**src/rtl/alu_pkg.sv**
```systemverilog
// Shared definitions for the bit-serial ALU sequencer: op encodings and FSM states.
package alu_pkg;

  localparam logic [1:0] OP_AND  = 2'b00;
  localparam logic [1:0] OP_OR   = 2'b01;
  localparam logic [1:0] OP_XOR  = 2'b10;
  localparam logic [1:0] OP_RSVD = 2'b11;

  typedef enum logic [1:0] {
    ST_IDLE = 2'b00,
    ST_RUN  = 2'b01,
    ST_DONE = 2'b10
  } state_e;

endpackage

```
**src/rtl/alu_bitserial_seq.sv**
```systemverilog
// Bit-serial sequencer: feeds operand bits LSB first to an external 1-bit ALU and
// assembles the result word. Define ALU_SEQ_B2B_EN to accept a new command in DONE.
module alu_bitserial_seq
  import alu_pkg::*;
#(
  parameter int WIDTH = 8
) (
  input  logic             clk,
  input  logic             rst_n,
  input  logic             in_valid,
  output logic             in_ready,
  input  logic [WIDTH-1:0] in_a,
  input  logic [WIDTH-1:0] in_b,
  input  logic [1:0]       in_op,
  output logic             alu_a,
  output logic             alu_b,
  output logic [1:0]       alu_op,
  input  logic             alu_y,
  output logic             out_valid,
  input  logic             out_ready,
  output logic [WIDTH-1:0] out_y,
  output logic             busy,
  output state_e           dbg_state
);

  localparam int IDX_W = $clog2(WIDTH);
  localparam logic [IDX_W-1:0] LAST_IDX = IDX_W'(WIDTH - 1);

  // Handshakes: a transfer happens on a rising edge where valid & ready are both
  // high; valid never depends on ready, and out_y is held stable while out_valid waits.

  state_e           state_q, state_d;
  logic [IDX_W-1:0] idx_q, idx_d;
  logic [WIDTH-1:0] a_q, a_d;
  logic [WIDTH-1:0] b_q, b_d;
  logic [WIDTH-1:0] res_q, res_d;
  logic [1:0]       op_q, op_d;
  logic             accept;

  always_ff @(posedge clk or negedge rst_n) begin
    if (!rst_n) begin
      state_q <= ST_IDLE;
      idx_q   <= '0;
      a_q     <= '0;
      b_q     <= '0;
      res_q   <= '0;
      op_q    <= '0;
    end else begin
      state_q <= state_d;
      idx_q   <= idx_d;
      a_q     <= a_d;
      b_q     <= b_d;
      res_q   <= res_d;
      op_q    <= op_d;
    end
  end

  always_comb begin
    state_d   = state_q;
    idx_d     = idx_q;
    a_d       = a_q;
    b_d       = b_q;
    res_d     = res_q;
    op_d      = op_q;
    accept    = 1'b0;
    in_ready  = 1'b0;
    out_valid = 1'b0;
    out_y     = '0;
    busy      = 1'b0;
    alu_a     = 1'b0;
    alu_b     = 1'b0;
    alu_op    = 2'b00;

    case (state_q)
      ST_IDLE: begin
        in_ready = 1'b1;
        accept   = in_valid;
      end
      ST_RUN: begin
        busy         = 1'b1;
        alu_a        = a_q[idx_q];
        alu_b        = b_q[idx_q];
        alu_op       = op_q;
        res_d[idx_q] = alu_y;
        if (idx_q == LAST_IDX) begin
          state_d = ST_DONE;
        end else begin
          idx_d = idx_q + IDX_W'(1);
        end
      end
      ST_DONE: begin
        busy      = 1'b1;
        out_valid = 1'b1;
        out_y     = res_q;
`ifdef ALU_SEQ_B2B_EN
        in_ready = out_ready;
        if (out_ready) begin
          accept  = in_valid;
          state_d = ST_IDLE;
        end
`else
        if (out_ready) begin
          state_d = ST_IDLE;
        end
`endif
      end
      default: begin
        state_d = ST_IDLE;
      end
    endcase

    // A new command overrides any return to IDLE chosen above.
    if (accept) begin
      a_d     = in_a;
      b_d     = in_b;
      op_d    = in_op;
      idx_d   = '0;
      res_d   = '0;
      state_d = ST_RUN;
    end
  end

  assign dbg_state = state_q;

endmodule

```
**config.mk**
```make
export PLATFORM = sky130hd
export DESIGN_NAME = alu_bitserial_seq
export DESIGN_NICKNAME = d
export VERILOG_FILES = /design/src/rtl/alu_pkg.sv /design/src/rtl/alu_bitserial_seq.sv
export SDC_FILE = /design/constraint.sdc
export NUM_CORES = 1
export LEC_CHECK = 0
export BUFFER_PORTS_ARGS = -buffer_cell sky130_fd_sc_hd__buf_4
export CAP_MARGIN = 20
export CELL_PAD_IN_SITES_DETAIL_PLACEMENT = 2
export CELL_PAD_IN_SITES_GLOBAL_PLACEMENT = 2
export CORE_MARGIN = 4
export CORE_UTILIZATION = 28
export DETAILED_ROUTE_END_ITERATION = 10
export GPL_ROUTABILITY_DRIVEN = 1
export PLACE_DENSITY = 0.72
export RECOVER_POWER = 25
export SETUP_SLACK_MARGIN = 0.1
export SLEW_MARGIN = 20
export SYNTH_ARGS = -nofsm -noshare
export SYNTH_HDL_FRONTEND = slang
export SYNTH_SLANG_ARGS = --single-unit
```
**constraint.sdc**
```tcl
create_clock -name clk -period 1.5 [get_ports clk]
set_input_delay 0.075 -clock clk [delete_from_list [all_inputs] [get_ports clk]]
set_output_delay 0.075 -clock clk [all_outputs]
set_load 0.1 [all_outputs]
```
==> results_dict.tcl <==
set metrics [dict create \
    rows 27 \
    worst_setup_path_start_kind "flip-flop" \
    synth.top_cells.by_count "sky130_fd_sc_hd__nand2_1 (59), sky130_fd_sc_hd__dfrtp_1 (31), sky130_fd_sc_hd__mux2i_1 (14)" \
    max_freq_ghz 0.547 \
    worst-path-buf-inv 2 \
    ys.warnings.count 0 \
    mappedNetlistArea_um2 1590 \
    critPathRequiredTime_ns 1.42 \
    layout_setup_ws_ns -0.329 \
    power_density_nw_per_um2 2260 \
    start_util_pct 28.8 \
    cts_tree "built" \
    dr.pass1.iters 4 \
    yosysMostFrequentCell "sky130_fd_sc_hd__nand2_1" \
    timing.hold.worst.class "in2reg" \
    insertedDiodeCount 0 \
    synth-async-reset-ratio_pct 100 \
    total_leakage_power_nw 1.47 \
    post_route_minimum_period_ns 1.83 \
    post_route_cells_drive_above_1_share_pct 58.0 \
    syn_area_per_cell_um2 9.28 \
    grt_setup_unrepaired "yes" \
    post_drt_via_cell_ratio 4.79 \
    floorplan.die_area_um2 6930 \
    grt_first_pass_wirelength_um 9320 \
    overflow 0 \
    synth_area_leaders "sky130_fd_sc_hd__dfrtp_1 (49%), sky130_fd_sc_hd__nand2_1 (14%), sky130_fd_sc_hd__mux2i_1 (8.8%)" \
    timing.critical_path.to_type "primary output" \
    arrival_ns 1.75 \
    timing.final.setup_violations 23 \
    synth-main-ff-cell "sky130_fd_sc_hd__dfrtp_1" \
    hpwl_um 3480 \
    failing_checks "setup timing" \
    grt_start_max_net_pins 32 \
    hold_violations 0 \
    filler_cell_count 543 \
    synth_edf_count 0 \
    clock_insertion_delay_worst_skew_ns 0.30 \
    gpl.final_weighted_congestion 0.741 \
    status "finished, violations left" \
    wl_um 7010 \
    timing.critical_path.slowest_cell_delay_ns 0.43 \
    clk_pin_slew_worst_paths_ns 0.07 \
    crit_fanout 5 \
    timing.final.max_slew_violations 0 \
    synth_cells 171 \
    flip_flop_and_latch_count_after_synthesis 31 \
    timing.slew.headroom_pct 44.9 \
    path_cells "buf_6 -> mux2i_2 -> o21ai_2 -> a21oi_2 -> a21boi_4 -> buf_12" \
    areaGrowthSynthToFinish_pct 93.1 \
    via_count 1577 \
    grt_antenna_before_repair 0 \
    nNetsFinal 284 \
    clock_path_buffers 2 \
    synthesis.nets 199 \
    first_global_vias 1761 \
    die_x_um 83.3 \
    cts_root_buf "sky130_fd_sc_hd__clkbuf_8" \
    yosys.cell_types.count 26 \
    hold_slack_ns 0.00660 \
    fin_skew_ns 0.00522 \
    max-cap-violations 0 \
    crit_family "flip-flops" \
    cts.sink_count 31 \
    worst_path_max_delay_cell "sky130_fd_sc_hd__dfrtp_2" \
    postRouteAntennaNets 0 \
    yosys.area.top_type "sky130_fd_sc_hd__dfrtp_1" \
    pin_count 40 \
    grt_util_all_layers_pct 17.3 \
    worstMarginPinSlew_ns 0.826 \
    setup-tns-final_ns -2.71 \
    cts_max_level 2 \
    vdd.ir_drop.worst_uv 1450 \
    wire_per_inst_um 21.3 \
    fraction_of_the_yosys_area_taken_by_sequential_cells_pct 48.9 \
    num_cts_buffers 5 \
    yosys.area.top_type_share_pct 48.9 \
    drc 0 \
    die_height_um 83.3 \
    crit_type "reg2out" \
    first_iter_violations 34 \
    layout_worst_path_cycle_share_pct 122 \
    portBuffers 39 \
    coreArea_um2 5510 \
]
## registers in the layout, summed over array words and instances, names as in the netlist
register / cells
b_q: 8
dbg_state: 2
res_q: 8
a_q: 8
op_q: 2
idx_q: 3
## cell type report
type	count	area (um2)	share of cell area (%)
timing repair buffer	88	1010	33.0
multi-input combinational	127	1080	35.2
inverter	3	16.3	0.531
tap	72	90.1	2.94
clock inverter	1	5.00	0.163
clock buffer	7	76.3	2.49
sequential	31	786	25.7
## worst reg2reg max path: stages, from the launching register on
cell                      delay [ns]
sky130_fd_sc_hd__dfrtp_2        0.45
sky130_fd_sc_hd__buf_4          0.15
sky130_fd_sc_hd__buf_6          0.12
sky130_fd_sc_hd__ha_4           0.15
sky130_fd_sc_hd__ha_2           0.16
sky130_fd_sc_hd__and2b_4        0.30
sky130_fd_sc_hd__mux2i_1        0.25
sky130_fd_sc_hd__nor2_1         0.08
## cell usage in the layout (no fill, tap or decap), types with 2 or more instances in the layout
master,synthesis,final
sky130_fd_sc_hd__a21oi_2,0,4
sky130_fd_sc_hd__and2_4,0,11
sky130_fd_sc_hd__buf_12,0,18
sky130_fd_sc_hd__buf_4,0,37
sky130_fd_sc_hd__buf_6,1,11
sky130_fd_sc_hd__clkbuf_1,4,2
sky130_fd_sc_hd__clkbuf_16,0,2
sky130_fd_sc_hd__clkbuf_8,0,5
sky130_fd_sc_hd__dfrtp_1,31,27
sky130_fd_sc_hd__dfrtp_2,0,2
sky130_fd_sc_hd__dfrtp_4,0,2
sky130_fd_sc_hd__dlygate4sd3_1,0,18
sky130_fd_sc_hd__ha_4,0,4
sky130_fd_sc_hd__inv_4,0,2
sky130_fd_sc_hd__mux2i_1,14,12
sky130_fd_sc_hd__mux4_2,0,2
sky130_fd_sc_hd__nand2_1,59,28
sky130_fd_sc_hd__nand2_2,0,18
sky130_fd_sc_hd__nand2_4,0,13
sky130_fd_sc_hd__nand4b_1,2,2
sky130_fd_sc_hd__nor2_1,12,11
sky130_fd_sc_hd__nor3_4,0,2
sky130_fd_sc_hd__o21ai_2,0,2
## power by group
part           internal [mW]  leakage, nW  switching [mW]
logic                   2.02         1.04            2.67
registers               1.20        0.392           0.366
clock network          0.326       0.0422           0.345
## final timing paths
path                            cells past startpoint           end      from  slack (ns)
worst max-delay path                                6         alu_a  idx_q[0]       -0.33
worst min-delay path                                3        a_q[7]   in_a[7]       0.007
worst max register to register                      7      idx_q[2]  idx_q[0]       -0.28
worst min register to register                      2        a_q[4]    a_q[4]        0.50
max in group asynchronous                           2  dbg_state[0]     rst_n        0.48
min in group asynchronous                           2      res_q[6]     rst_n        0.42
## repair_timing
item	4_1_cts	5_1_grt
resized for setup	71	62
setup buffers	6	8
hold buffers	15	3
pin swaps	14	38
endpoints found under the hold margin	45	3
setup endpoints to repair	25	46
gates cloned	0	2
## per-stage QoR
stage	instance area, um2	cells	util, %	power [mW]	setup slack [ns]
after global routing	3060	329	55.6	7.27	-0.409
after floorplan	1720	171	-	3.83	-0.184
final	3060	329	55.6	6.93	-0.329
after global placement	2180	288	39.5	4.47	-0.0595
after detailed placement	2180	288	39.5	4.64	-0.119
after CTS	2720	316	49.4	6.07	-0.246
## cell families (layout without fill, tap and decap cells)
family / after synthesis / after routing / share of synthesized area [%]
compound gates: 10 / 10 / 3.47
xor+xnor: 1 / 1 / 0.552
fa+ha+maj: 5 / 5 / 3.94
buf+inv: 13 / 99 / 3.94
flops: 31 / 31 / 48.9
mux: 16 / 16 / 12.1
simple gates: 95 / 95 / 27.1
## routing by layer
layer / wire [um] / vias up / track usage [%]
li1: - / 722 / -
met4: 113 / 0 / 4.90
met2: 4100 / 34 / 34.0
met1: 2580 / 812 / 17.7
met5: 0 / - / 0
met3: 218 / 9 / 4.66
No activity file was read; power rests on OpenSTA's default activity.
